**src/rtl/alu_pkg.sv**
```systemverilog
// alu_pkg
// Shared definitions for the sequential ALU slice: the 3-bit opcode map,
// the bit positions inside the 4-bit {N, Z, C, V} flag vector, the
// controller state encoding and a small opcode-class helper.
// No ports (package).
package alu_pkg;

  localparam logic [2:0] OP_ADD  = 3'b000;
  localparam logic [2:0] OP_SUB  = 3'b001;
  localparam logic [2:0] OP_SHR  = 3'b010;
  localparam logic [2:0] OP_SHL  = 3'b011;
  localparam logic [2:0] OP_ADDI = 3'b100;
  localparam logic [2:0] OP_SUBI = 3'b101;
  localparam logic [2:0] OP_AND  = 3'b110;
  localparam logic [2:0] OP_OR   = 3'b111;

  localparam int FLAG_N = 3;
  localparam int FLAG_Z = 2;
  localparam int FLAG_C = 1;
  localparam int FLAG_V = 0;

  typedef enum logic [1:0] {
    ST_IDLE  = 2'd0,
    ST_SHIFT = 2'd1,
    ST_OUT   = 2'd2
  } state_t;

  // Shifts are the only multi-cycle operations.
  function automatic logic isShiftOp(input logic [2:0] opCode);
    return (opCode == OP_SHR) || (opCode == OP_SHL);
  endfunction

  // The immediate forms were already folded into b by decode, so only the
  // subtract direction matters to the adder.
  function automatic logic isSubOp(input logic [2:0] opCode);
    return (opCode == OP_SUB) || (opCode == OP_SUBI);
  endfunction

endpackage

```
**src/rtl/alu_addsub.sv**
```systemverilog
// alu_addsub
// Combinational WIDTH-bit adder/subtractor shared by add/sub/addi/subi.
// Ports:
//   a, b  in   operands
//   sub   in   1 = a - b, 0 = a + b
//   sum   out  a +/- b modulo 2^WIDTH
//   cout  out  carry out of the MSB (for subtract: 1 means no borrow)
//   ovf   out  two's-complement overflow
module alu_addsub #(
  parameter int WIDTH = 13
) (
  input  logic [WIDTH-1:0] a,
  input  logic [WIDTH-1:0] b,
  input  logic             sub,
  output logic [WIDTH-1:0] sum,
  output logic             cout,
  output logic             ovf
);

  logic [WIDTH-1:0] bEff;
  logic [WIDTH:0]   full;

  // Subtraction is a + ~b + 1, so the carry out directly reads as
  // "no borrow". Overflow is then the same rule for both directions:
  // the effective operands agree in sign but the sum does not.
  always_comb begin
    bEff = sub ? ~b : b;
    full = {1'b0, a} + {1'b0, bEff} + {{WIDTH{1'b0}}, sub};
    sum  = full[WIDTH-1:0];
    cout = full[WIDTH];
    ovf  = (a[WIDTH-1] == bEff[WIDTH-1]) && (sum[WIDTH-1] != a[WIDTH-1]);
  end

endmodule

```
**src/rtl/alu_seq.sv**
```systemverilog
// alu_seq
// Handshaked, registered ALU. Single-cycle ops register result and flags at
// the accepting edge; shifts run one bit per clock through the result
// register so no barrel shifter is needed.
// Ports:
//   clk, rst_n           clock, asynchronous active-low reset
//   in_valid / in_ready  request handshake (a, b, op sampled on acceptance)
//   a, b, op             operands and 3-bit opcode (b = shift amount)
//   out_valid/out_ready  result handshake
//   result, flags        registered result and {N, Z, C, V}
module alu_seq
  import alu_pkg::*;
#(
  parameter int WIDTH = 13
) (
  input  logic             clk,
  input  logic             rst_n,
  input  logic             in_valid,
  output logic             in_ready,
  input  logic [WIDTH-1:0] a,
  input  logic [WIDTH-1:0] b,
  input  logic [2:0]       op,
  output logic             out_valid,
  input  logic             out_ready,
  output logic [WIDTH-1:0] result,
  output logic [3:0]       flags
);

  localparam int                CNT_W   = $clog2(WIDTH + 1);
  localparam logic [WIDTH-1:0]  WIDTH_B = WIDTH'(WIDTH);
  localparam logic [CNT_W-1:0]  WIDTH_C = CNT_W'(WIDTH);
  localparam logic [CNT_W-1:0]  CNT_ONE = CNT_W'(1);

  state_t           state;
  state_t           nextState;
  logic [CNT_W-1:0] shiftCnt;
  logic [CNT_W-1:0] startCnt;
  logic             shiftLeft;
  logic             accept;
  logic             startShift;
  logic [WIDTH-1:0] sumVal;
  logic             sumCout;
  logic             sumOvf;
  logic [WIDTH-1:0] comboRes;
  logic [3:0]       comboFlags;
  logic [WIDTH-1:0] shiftNext;
  logic             shiftOut;

  assign in_ready   = (state == ST_IDLE);
  assign out_valid  = (state == ST_OUT);
  assign accept     = in_valid && in_ready;
  assign startCnt   = (b >= WIDTH_B) ? WIDTH_C : b[CNT_W-1:0];
  assign startShift = isShiftOp(op) && (startCnt != '0);

  alu_addsub #(.WIDTH(WIDTH)) u_addsub (
    .a    (a),
    .b    (b),
    .sub  (isSubOp(op)),
    .sum  (sumVal),
    .cout (sumCout),
    .ovf  (sumOvf)
  );

  // Result and flags for everything that finishes at the accepting edge.
  // A shift by zero falls into the default arm: result = a with C and V
  // clear, which is exactly its defined outcome.
  always_comb begin
    comboRes   = a;
    comboFlags = '0;
    case (op)
      OP_ADD, OP_SUB, OP_ADDI, OP_SUBI: begin
        comboRes           = sumVal;
        comboFlags[FLAG_C] = sumCout;
        comboFlags[FLAG_V] = sumOvf;
      end
      OP_AND:  comboRes = a & b;
      OP_OR:   comboRes = a | b;
      default: comboRes = a;
    endcase
    comboFlags[FLAG_N] = comboRes[WIDTH-1];
    comboFlags[FLAG_Z] = (comboRes == '0);
  end

  // One-bit logical shift of the working value (held in the result
  // register while shifting) plus the bit that falls off the end.
  always_comb begin
    shiftNext = shiftLeft ? {result[WIDTH-2:0], 1'b0} : {1'b0, result[WIDTH-1:1]};
    shiftOut  = shiftLeft ? result[WIDTH-1] : result[0];
  end

  // Controller state register.
  always_ff @(posedge clk or negedge rst_n) begin
    if (!rst_n) begin
      state <= ST_IDLE;
    end else begin
      state <= nextState;
    end
  end

  // Next-state logic. SHIFT is only entered with a non-zero count, and it
  // leaves on the edge that performs the last shift, giving a total
  // latency of 1 + count from acceptance.
  always_comb begin
    nextState = state;
    case (state)
      ST_IDLE: begin
        if (accept) begin
          nextState = startShift ? ST_SHIFT : ST_OUT;
        end
      end
      ST_SHIFT: begin
        if (shiftCnt == CNT_ONE) begin
          nextState = ST_OUT;
        end
      end
      ST_OUT: begin
        if (out_ready) begin
          nextState = ST_IDLE;
        end
      end
      default: nextState = ST_IDLE;
    endcase
  end

  // Datapath registers. Nothing is written in OUT, which is what keeps
  // result and flags stable under backpressure. While shifting only C is
  // tracked; N and Z are settled from the final value on the last shift.
  always_ff @(posedge clk or negedge rst_n) begin
    if (!rst_n) begin
      result    <= '0;
      flags     <= '0;
      shiftCnt  <= '0;
      shiftLeft <= 1'b0;
    end else begin
      case (state)
        ST_IDLE: begin
          if (accept) begin
            shiftLeft <= (op == OP_SHL);
            if (startShift) begin
              result   <= a;
              flags    <= '0;
              shiftCnt <= startCnt;
            end else begin
              result   <= comboRes;
              flags    <= comboFlags;
              shiftCnt <= '0;
            end
          end
        end
        ST_SHIFT: begin
          result        <= shiftNext;
          flags[FLAG_C] <= shiftOut;
          shiftCnt      <= shiftCnt - CNT_ONE;
          if (shiftCnt == CNT_ONE) begin
            flags[FLAG_N] <= shiftNext[WIDTH-1];
            flags[FLAG_Z] <= (shiftNext == '0);
            flags[FLAG_V] <= 1'b0;
          end
        end
        default: begin
        end
      endcase
    end
  end

endmodule
```
**config.mk**
```make
export PLATFORM = sky130hd
export DESIGN_NAME = alu_seq
export DESIGN_NICKNAME = d
export VERILOG_FILES = /design/src/rtl/alu_pkg.sv /design/src/rtl/alu_addsub.sv /design/src/rtl/alu_seq.sv
export SDC_FILE = /design/constraint.sdc
export NUM_CORES = 1
export LEC_CHECK = 0
export ABC_AREA = 1
export ABC_CLOCK_PERIOD_IN_PS = 2100
export BUFFER_PORTS_ARGS = -buffer_cell sky130_fd_sc_hd__buf_4
export CELL_PAD_IN_SITES_DETAIL_PLACEMENT = 1
export CELL_PAD_IN_SITES_GLOBAL_PLACEMENT = 2
export CORE_UTILIZATION = 32
export CTS_CLUSTER_DIAMETER = 30
export DETAILED_ROUTE_END_ITERATION = 6
export PLACE_DENSITY = 0.83
export RECOVER_POWER = 100
export SLEW_MARGIN = 20
export SYNTH_ARGS = -nofsm -noshare
export SYNTH_HDL_FRONTEND = slang
export SYNTH_SLANG_ARGS = --single-unit
```
**constraint.sdc**
```tcl
create_clock -name clk -period 2.1 [get_ports clk]
set_input_delay 0.21 -clock clk [delete_from_list [all_inputs] [get_ports clk]]
set_output_delay 0.21 -clock clk [all_outputs]
set_load 0.02 [all_outputs]
```
==> metrics.cfg, run 1 <==
[worst_setup_path]
path_buf_inv=5
rr_endpoint=flags[2]
timing.rr.start=shiftLeft
required_ns=2.30
cp_slowest_stage_delay_ns=0.35
worst_r2r_path_depth=4
crit_family=simple AND/OR/NAND/NOR gates
cp-start-kind=primary input
crit_arrival_ns=2.26
worstPathCellList=buf_6 -> inv_8 -> nand2_8 -> buf_4 -> buf_4 -> xnor2_1 -> ha_1 -> nand2_2 -> inv_1 -> nand2_1 -> nand2_1 -> a21oi_2 -> nand3b_1 -> nand3_1 -> nand2_2 -> nor2_2 -> nand4_1 -> a21oi_1
crit_type=primary input to flip-flop
critPathMaxFanout=6
ff2ff_setup_slack_ns=0.34
critical_path_depth=18
cp_slowest_cell=ha_1
cp-end-kind=flip-flop

[detailed_routing]
drtAntennaViolNets=0
highest_layer=met4
dr.pass1.iters=4
dr_total_vias=3351
met1_length_um=5010
vias_per_cell=4.97
totalWireLength_um=10300
wl_met3_um=337
met2_wirelength_um=4950
route.detailed.drc=0
drt_iter0_drc=121
drt-wirelength-per-cell_um=15.3

[timing]
finalCriticalPeriod_ns=2.06
skew_ns=0.00647
slew_viol_final=0
hold_viol=0
max_freq_mhz=486
max_slew_margin_pct=11.3
period_share_pct=97.9
rsz0062_at_grt=true
worstMarginPinSlew_ns=1.33
setup_violations=0
hold-worst-slack_ns=0.215

[synthesis]
syn_area_per_cell_sq_um=6.02
netlist_area_sq_um=2830
yosysWarnings=0
synth-seq-cells=24
synth-seq-area-share_pct=21.2
synthCells=470
synth_edf_count=0
syn_nets=522
async_flop_share_pct=100
ys_types=39
synthFlopType=dfrtp_1

[pwr]
vdd_drop_max_uv=649
p_per_area_nw_per_um2=828
finalPower_mw=3.23
leakagePower_nw=2.02

[finish]
drive_gt1_share_pct=28.1
final_nets=623
syn_to_final_growth_pct=38.0
diodes=0

[placement]
hpwl_um=8560
port_buffers=51
gp_congestion=0.860

[cts]
cts_buffer_depth=2
cts_tree=done
root_buffer=clkbuf_8
clock_latency_ns=0.27
cts_made_buffers=3
ctsHtreeMaxLevel=1
path_clk_slew_ns=0.09
cts_num_sinks=24

[status]
status=completed

[die]
die_x_um=96.0
rows=33
die_area_sq_um=9220
core-area_sq_um=8380
ios=52
die_y_um=96.0
initial_core_util_pct=33.8

[min_path]
hp-start=in_valid
min_to=state[0]
hp-class=primary input to flip-flop
worstHoldPathCells=3

[global_route]
grt_max_degree=27
grt_pass1_wl_um=16800
track_usage_pct=23.8
antenna_found_initial=0
grt.overflow.total=0
grt_pass1_vias=3441

[flow_run]
maxCapViolations=0

[stage by stage]
stage | setup WS, ns | utilization (%) | setup TNS [ns] | cells | instance area (sq um)
floorplan | 0.00379 | - | 0 | 470 | 2870
global placement | -0.382 | 43.9 | -2.51 | 665 | 3680
detailed placement | -0.401 | 43.9 | -2.94 | 665 | 3680
CTS | 0.0257 | 44.9 | 0 | 671 | 3770
global route | -0.0937 | 46.6 | -0.254 | 674 | 3900
finish | 0.0441 | 46.6 | 0 | 674 | 3900
[layer usage]
| metal | vias up | track usage (%) |
|---|---|---|
| met4 | 0 | 1.49 |
| met2 | 49 | 41.1 |
| li1 | 1718 | - |
| met3 | 2 | 1.97 |
| met1 | 1582 | 33.4 |
| met5 | - | 0 |
[synthesized netlist by cell type (2+ instances only)]
cell | number | area, sq um
nand3_1 | 32 | 160
nor2_2 | 3 | 18.8
and2_1 | 2 | 12.5
o21ai_1 | 5 | 25.0
nand3b_1 | 3 | 22.5
o21a_1 | 2 | 15.0
o221ai_1 | 6 | 52.6
xor2_1 | 9 | 78.8
ha_1 | 18 | 225
nor4_1 | 2 | 12.5
o211ai_1 | 6 | 45.0
inv_2 | 3 | 11.3
dfrtp_1 | 24 | 601
nand4_1 | 7 | 43.8
a21oi_1 | 24 | 120
o22ai_1 | 2 | 12.5
nor3_1 | 4 | 20.0
buf_2 | 4 | 20.0
nand2_2 | 4 | 25.0
xnor2_1 | 5 | 43.8
clkbuf_1 | 3 | 11.3
o21ai_0 | 35 | 175
nand2_1 | 143 | 537
inv_1 | 78 | 293
nor2_1 | 32 | 120
[cell type report]
| cell class | count | area (sq um) |
|---|---|---|
| Fill cell | 1134 | 4480 |
| Multi-Input combinational cell | 355 | 2080 |
| Timing Repair Buffer | 105 | 734 |
| Sequential cell | 24 | 601 |
| Inverter | 82 | 320 |
| Tap cell | 105 | 131 |
| Clock buffer | 3 | 41.3 |
[where the power goes]
part,switching (mW),internal [mW],total (mW)
Sequential,0.207,0.667,0.873
Clock,0.146,0.128,0.274
Combinational,1.33,0.757,2.08
[cell usage in the layout (no fill, tap or decap), drive strengths merged]
cell	instances
nand2	148
buf	84
inv	81
o21ai	40
nor2	35
nand3	32
dfrtp	24
a21oi	24
clkbuf	23
ha	18
xor2	9
nand4	7
o211ai	6
o221ai	6
xnor2	5
nor3	4
nand3b	3
and2	3
nor4	2
o22ai	2
o21a	2
o21bai	2
a32o	1
clkinv	1
o31ai	1
a21boi	1
a2bb2oi	1
a41oi	1
or2	1
fa	1
dlygate4sd3	1
[cells by family after synthesis]
group / count (synthesis) / share of synthesized area, %
AND/OR/NAND/NOR: 234 / 34.9
buffers and inverters: 92 / 13.0
AO/OA/AOI/OAI: 87 / 17.9
flip-flops: 24 / 21.2
adder cells (fa/ha/maj): 19 / 8.67
XOR/XNOR: 14 / 4.33
[worst max-delay path by stage]
| stage | startpoint | to |
|---|---|---|
| floorplan | op[0] | flags[3] |
| global placement | op[0] | flags[3] |
| detailed placement | op[0] | flags[3] |
| CTS | op[1] | flags[2] |
| global route | op[1] | flags[2] |
| finish | op[1] | flags[2] |
[what timing repair did]
item / CTS / global route
hold buffers: 1 / 0
pin swaps: 1 / 28
hold endpoints to repair: 24 / 0
setup buffers: 1 / 3
gates resized for setup: 4 / 66
endpoints found under the setup margin: 4 / 8
gates cloned: 1 / 0
[sequential cells by signal, summed over array words and instances (netlist names)]
signal	flops
shiftCnt	4
state	2
flags	4
shiftLeft	1
result	13
[worst reg2reg max path, stage by stage, from the launching register on]
cell and delay, ns:
dfrtp_1 0.82, o21ai_0 0.26, nor4_1 0.32, a41oi_1 0.15
a21oi_1 0.14
Note: power is estimated with default switching activity, not from simulation.
==> run 2, diff against run 1 <==
--- a/config.mk
+++ b/config.mk
@@ -18,4 +18,5 @@
 export SLEW_MARGIN = 20
 export SYNTH_ARGS = -nofsm -noshare
 export SYNTH_HDL_FRONTEND = slang
+export SYNTH_HIERARCHICAL = 1
 export SYNTH_SLANG_ARGS = --single-unit
==> run 2 against run 1 <==
The flow now finishes with violations (negative setup slack). Synthesized area decreased by 0.57%. Sequential power increased by 2.7%. Setup slack got worse by 0.30 ns. Register-to-register slack got worse by 0.32 ns. Clock power increased by 55%. Via count increased by 11%. First-iteration DRC count increased by 55%. Critical path depth increased by 3. Critical endpoint unchanged. Largest power group unchanged.
==> metrics.cfg, run 2 <==
[timing]
rsz0062_at_grt=true
fin_ws_ns=-0.259  ; -0.303 ns
max_slew_margin_pct=8.85  ; -2.5 points
hold_viol=0  ; unchanged
period_share_pct=112  ; +14 points
slew_viol_final=0  ; unchanged
finalCriticalPeriod_ns=2.36  ; +0.303 ns
setup_tns_ns=-1.38  ; -1.38 ns
skew_ns=0.0105  ; +0.00403 ns
max_freq_mhz=424  ; -13%
setup_violations=10  ; +10
worstMarginPinSlew_ns=1.37  ; +0.0371 ns

[detailed_routing]
totalWireLength_um=13100  ; +27%
vias_per_cell=5.35  ; +7.6%
drt-wirelength-per-cell_um=18.9  ; +24%
dr.pass1.iters=4  ; unchanged
dr_total_vias=3708  ; +11%
highest_layer=met4
wl_met3_um=507  ; +50%
drtAntennaViolNets=0  ; unchanged
route.detailed.drc=0  ; unchanged
met2_wirelength_um=6520  ; +32%
drt_iter0_drc=187  ; +55%
met1_length_um=5700  ; +14%

[synthesis]
async_flop_share_pct=100  ; unchanged
synthXorXnorAreaFrac_pct=5.92  ; +1.6 points
synth_top_family_by_area=simple AND/OR/NAND/NOR gates
synthMostInstantiatedCell=nand2_1
synth_edf_count=0  ; unchanged
yosysWarnings=6  ; +6
synth-seq-cells=24  ; unchanged
synthSimpleGateAreaFrac_pct=37.5  ; +2.6 points
yosysTopAreaCellShare_pct=21.4  ; +0.12 points
ys_top_cells_by_count=nand2_1 (127), inv_1 (61), nor2_1 (43), nand3_1 (36), o21ai_0 (34)
synthFlopType=dfrtp_1
syn_nets=512  ; -1.9%
synthAdderAreaFrac_pct=6.94  ; -1.7 points
synth-seq-area-share_pct=21.4  ; +0.12 points
ys_types=39  ; unchanged
synthTopCellsByArea=dfrtp_1 (21%), nand2_1 (17%), inv_1 (8.1%), nand3_1 (6.4%), ha_1 (6.2%)
synth_top_area_cell=dfrtp_1
synth-compound-area-share_pct=16.8  ; -1.1 points
syn_area_per_cell_sq_um=6.06  ; +0.71%
synthCells=464  ; -1.3%
synth_mux_area_share_pct=0  ; unchanged
netlist_area_sq_um=2810  ; -0.57%

[cts]
cts_made_buffers=3  ; unchanged
path_clk_slew_ns=0.09  ; about the same
clock_latency_ns=0.28  ; about the same
cts_buffer_depth=2  ; unchanged
ctsHtreeMaxLevel=1  ; unchanged
root_buffer=clkbuf_8
cts_num_sinks=24  ; unchanged
cts_tree=done

[die]
initial_core_util_pct=33.7  ; about the same
die_area_sq_um=9170  ; -0.56%
die_y_um=95.8  ; -0.28%
core-area_sq_um=8340  ; -0.49%
rows=33  ; unchanged
die_x_um=95.8  ; -0.28%
ios=52  ; unchanged

[global_route]
grt_pass1_vias=3753  ; +9.1%
grt_pass1_wl_um=19300  ; +15%
grt.overflow.total=0  ; unchanged
antenna_found_initial=0  ; unchanged
track_usage_pct=27.8  ; +4.0 points
grt_max_degree=26  ; -3.7%

[pwr]
leakagePower_nw=2.16  ; +6.8%
vdd_drop_max_uv=355  ; -45%
p_per_area_nw_per_um2=897  ; +8.3%

[finish]
final_nets=637  ; +2.2%
syn_to_final_growth_pct=55.8
regMostFlops=result
nFillCells=1107  ; -2.4%
largestRegisters=result x13, flags x4, shiftCnt x4
diodes=0  ; unchanged
largest_register_ffs=13  ; unchanged
mostFrequentLayoutCell=nand2_1
final_cell_mix=nand2_1 (105), buf_4 (101), inv_1 (57), nor2_1 (33), nand3_1 (28)
instances_no_fill=693  ; +2.8%
drive_gt1_share_pct=34.5  ; +6.4 points

[worst_setup_path]
crit_arrival_ns=2.57  ; +0.31 ns
cp_common_cell=nand2_1
cp-start-kind=primary input
cp-end-kind=flip-flop
required_ns=2.31  ; about the same
worstPathCellList=buf_8 -> inv_4 -> nor2_4 -> buf_12 -> buf_12 -> xor2_4 -> ha_4 -> nand2_2 -> inv_2 -> nand2_1 -> nor2_1 -> nand2_1 -> nand3_2 -> xor2_1 -> nand2_1 -> o21ai_1 -> nor2_2 -> nand4_1 -> nor2_1 -> nand2_1 -> a21oi_2
critPathMaxFanout=7  ; +1
critical_path_depth=21  ; +3
cp_slowest_cell=ha_4
worst_r2r_path_depth=9  ; +5
cp_slowest_stage_delay_ns=0.24  ; -0.11 ns
crit_start=op[0]
crit_family=simple AND/OR/NAND/NOR gates
timing.rr.start=state[1]
ff2ff_setup_slack_ns=0.02  ; -0.32 ns
path_buf_inv=5  ; unchanged
crit_type=primary input to flip-flop

[min_path]
worstHoldPathCells=4  ; +1
hp-start=out_ready
hp-class=primary input to flip-flop

[placement]
placed_cells=664  ; -0.15%
hpwl_um=9060  ; +5.8%
gp_congestion=0.948  ; +10%
port_buffers=51  ; unchanged

[flow_run]
maxCapViolations=0  ; unchanged

[status]
status=finished with violations
violations=negative setup slack

-- run 2: changes by cell type after synthesis, moves of 4 or more --
cell,delta
nand2_1,-16
inv_1,-17
nand4_1,+6
xor2_1,+7
a31oi_1,+4
a21oi_1,-11
nand3_1,+4
o21ai_1,+6
ha_1,-4
o221ai_1,-6
nor2_1,+11
-- run 2: path summary, 6_finish.rpt --
check,endpoint
setup / recovery,flags[2]
hold / removal,state[1]
setup reg to reg,result[10]
hold reg to reg,flags[0]
max in group asynchronous,flags[2]
min in group asynchronous,shiftLeft
-- run 2: kinds of logic after synthesis --
| family | Yosys count |
|---|---|
| flops | 24 |
| xor+xnor | 19 |
| simple gates | 243 |
| buf+inv | 80 |
| fa+ha+maj | 15 |
| compound gates | 83 |
-- run 2: per-layer routing --
layer	up-vias	track usage [%]
met1	1824	36.8
li1	1760	-
met3	26	2.53
met5	-	0
met2	98	49.0
met4	0	5.60
-- run 2: power by group --
part	internal (mW)	leakage (nW)	switching [mW]	total, mW
sequential	0.687	0.299	0.210	0.897
clock	0.255	0.0357	0.170	0.425
combinational	0.989	1.83	1.62	2.61
-- run 2: stage by stage --
step	area, sq um	utilization [%]	total power, mW	hold WS [ns]	worst slack, ns
floorplan	2850	-	2.28	-0.0856	-0.176
global placement	3720	44.6	3.19	0.133	-0.588
detailed placement	3720	44.6	3.24	0.138	-0.564
CTS	4200	50.4	3.88	0.289	-0.195
global route	4380	52.5	4.26	0.321	-0.380
finish	4380	52.5	3.93	0.284	-0.259
-- run 2: final cells by class --
class                      count  area [sq um]  area share, %
sequential                    24           601           13.7
clock inverter                 1          30.0          0.685
tap                          105           131           3.00
inverter                      67           254           5.80
multi-input combinational    360          2330           53.2
timing repair buffer         133           993           22.7
clock buffer                   3          41.3          0.942
-- run 2: repair_timing --
item,4_1_cts,5_1_grt
resized for setup,60,41
endpoints found under the hold margin,24,0
buffers inserted,22,4
pin swaps,52,31
endpoints found under the setup margin,13,15
gates cloned,1,0
hold buffers,1,0
-- run 2: worst min-delay path, delay by kind of cell --
| kind | cells | cell delay, ns |
|---|---|---|
| AND/OR/NAND/NOR | 1 | 0.04 |
| AO/OA/AOI/OAI | 1 | 0.16 |
| buffers and inverters | 2 | 0.12 |
==> run 3, diff against run 2 <==
--- a/config.mk
+++ b/config.mk
@@ -13,7 +13,7 @@
 export CORE_UTILIZATION = 32
 export CTS_CLUSTER_DIAMETER = 30
 export DETAILED_ROUTE_END_ITERATION = 6
-export PLACE_DENSITY = 0.83
+export PLACE_DENSITY_LB_ADDON = 0.1
 export RECOVER_POWER = 100
 export SLEW_MARGIN = 20
 export SYNTH_ARGS = -nofsm -noshare
==> run 3 against run 2 <==
The flow still finishes with violations (negative setup slack). Critical path depth is 1 lower. Sequential cell count unchanged. Count of clock-buffer cells in the layout is the same. Critical path type unchanged. Critical endpoint unchanged.
==> metrics.cfg, run 3 (synthesis gave the netlist of run 2 again) <==
[finish]
diodes=0  ; unchanged
mostFrequentLayoutCell=nand2_1
final_core_util_pct=52.6  ; +0.060 points
largest_register_ffs=13  ; unchanged
instances_no_fill=691  ; -0.29%
nFillCells=1116  ; +0.81%
syn_to_final_growth_pct=56.0
regMostFlops=result
largestRegisters=result x13, flags x4, shiftCnt x4
final_cell_mix=nand2_1 (105), buf_4 (98), inv_1 (54), nor2_1 (33), nand3_1 (28)
final_nets=635  ; -0.31%
drive_gt1_share_pct=36.0  ; +1.5 points

[global_route]
grt_max_degree=26  ; unchanged
grt_pass1_wl_um=18100  ; -6.5%
grt.overflow.total=0  ; unchanged
track_usage_pct=25.9  ; -1.8 points
grt_pass1_vias=3570  ; -4.9%
antenna_found_initial=0  ; unchanged

[timing]
max_slew_margin_pct=5.80  ; -3.0 points
fin_ws_ns=-0.265  ; -0.00572 ns
period_share_pct=113  ; +0.27 points
worstMarginPinSlew_ns=1.41  ; +0.0456 ns
max_freq_mhz=423  ; -0.24%
rsz0062_at_grt=true
hold_viol=0  ; unchanged
finalCriticalPeriod_ns=2.37  ; +0.00572 ns
skew_ns=0.00747  ; -0.00303 ns
setup_violations=14  ; +4
slew_viol_final=0  ; unchanged

[status]
violations=negative setup slack
status=finished with violations

[worst_setup_path]
cp-end-kind=flip-flop
crit_type=primary input to flip-flop
crit_arrival_ns=2.58  ; about the same
timing.rr.start=state[0]
ff2ff_setup_slack_ns=0  ; -0.02 ns
crit_start=op[0]
worst_r2r_path_depth=7  ; -2
critPathMaxFanout=6  ; -1
required_ns=2.31  ; about the same
rr_endpoint=shiftCnt[2]
cp-start-kind=primary input

[cts]
clock_latency_ns=0.28  ; about the same
cts_tree=done
ctsHtreeMaxLevel=1  ; unchanged
path_clk_slew_ns=0.10  ; about the same
cts_num_sinks=24  ; unchanged
cts_buffer_depth=2  ; unchanged
cts_made_buffers=3  ; unchanged
root_buffer=clkbuf_8

[flow_run]
maxCapViolations=0  ; unchanged

[detailed_routing]
route.detailed.drc=0  ; unchanged
dr.pass1.iters=4  ; unchanged
drtAntennaViolNets=0  ; unchanged
vias_per_cell=5.23  ; -2.3%
totalWireLength_um=12300  ; -6.0%
drt-wirelength-per-cell_um=17.8  ; -5.8%
drt_iter0_drc=137  ; -27%
dr_total_vias=3613  ; -2.6%

[pwr]
leakagePower_nw=2.17  ; +0.48%
p_per_area_nw_per_um2=902  ; +0.59%
finalPower_mw=3.96  ; +0.71%
vdd_drop_max_uv=481  ; +35%

[min_path]
worstHoldPathCells=4  ; unchanged
min_to=state[1]
hp-start=out_ready
hp-class=primary input to flip-flop

[die]
ios=52  ; unchanged
die_area_sq_um=9170  ; unchanged
rows=33  ; unchanged
die_y_um=95.8  ; unchanged
die_x_um=95.8  ; unchanged
initial_core_util_pct=33.7  ; unchanged
core-area_sq_um=8340  ; unchanged

[placement]
gp_congestion=0.885  ; -6.7%
port_buffers=51  ; unchanged
placed_cells=668  ; +0.60%
hpwl_um=9070  ; +0.19%
place_ws_ns=-0.594  ; -0.0298 ns

==> run 3: changes by cell type in the layout (fill, tap and decap cells not counted), sizes merged <==
cell    delta
buf        -5
clkbuf     +3
==> run 3: metrics by stage <==
step	instance area (sq um)	hold WS (ns)	setup TNS, ns
after floorplan	2850	-0.0856	-0.355
after global placement	3750	0.134	-4.74
after detailed placement	3750	0.139	-5.89
after CTS	4040	0.271	-1.08
after global routing	4390	0.281	-3.25
final	4390	0.283	-1.61
==> run 3: worst max-delay path, cell delays in order <==
cell and delay [ns]:
buf_8 0.08, inv_4 0.03, nor2_4 0.17, clkbuf_16 0.20, xor2_1 0.15, ha_1 0.32
nand2_1 0.12, nand2_2 0.10, nand2_4 0.09, nand2_1 0.06, nand2_1 0.07, nand3_2 0.09
xor2_1 0.15, nand2_1 0.08, o21ai_1 0.07, nor2_1 0.16, nand4_1 0.12, nor2_1 0.10
nand2_1 0.06, a21oi_1 0.12
==> run 3: per-layer routing <==
metal  track usage (%)  wire, um
met1              35.7      5590
met2              43.9      6070
met3              2.92       487
met4              4.85       189
met5                 0         0
==> run 3: worst max-delay path by stage <==
| stage | cells past startpoint | to |
|---|---|---|
| 3_3_place_gp | 19 | flags[2] |
| 6_report | 20 | flags[2] |
| 2_1_floorplan | 17 | flags[2] |
| 4_1_cts | 17 | flags[2] |
| 3_5_place_dp | 20 | flags[2] |
| 5_1_grt | 19 | flags[2] |
==> run 3: where the power goes <==
group,switching [mW],internal (mW)
Sequential,0.214,0.687
Combinational,1.63,1.01
Clock,0.167,0.255
==> run 3: cell type report <==
class,instances,area (sq um),area share [%]
tap,105,131,2.99
inverter,67,256,5.85
clock buffer,3,41.3,0.941
sequential,24,601,13.7
clock inverter,1,30.0,0.685
timing repair buffer,131,966,22.0
multi-input combinational,360,2360,53.8
==> run 3: timing repair <==
item / CTS / global route
endpoints found under the hold margin: 24 / 0
hold buffers: 1 / 0
endpoints found under the setup margin: 14 / 15
setup buffers: 7 / 11
pin swaps: 41 / 47
gates resized for setup: 41 / 76
cloned: 1 / 0
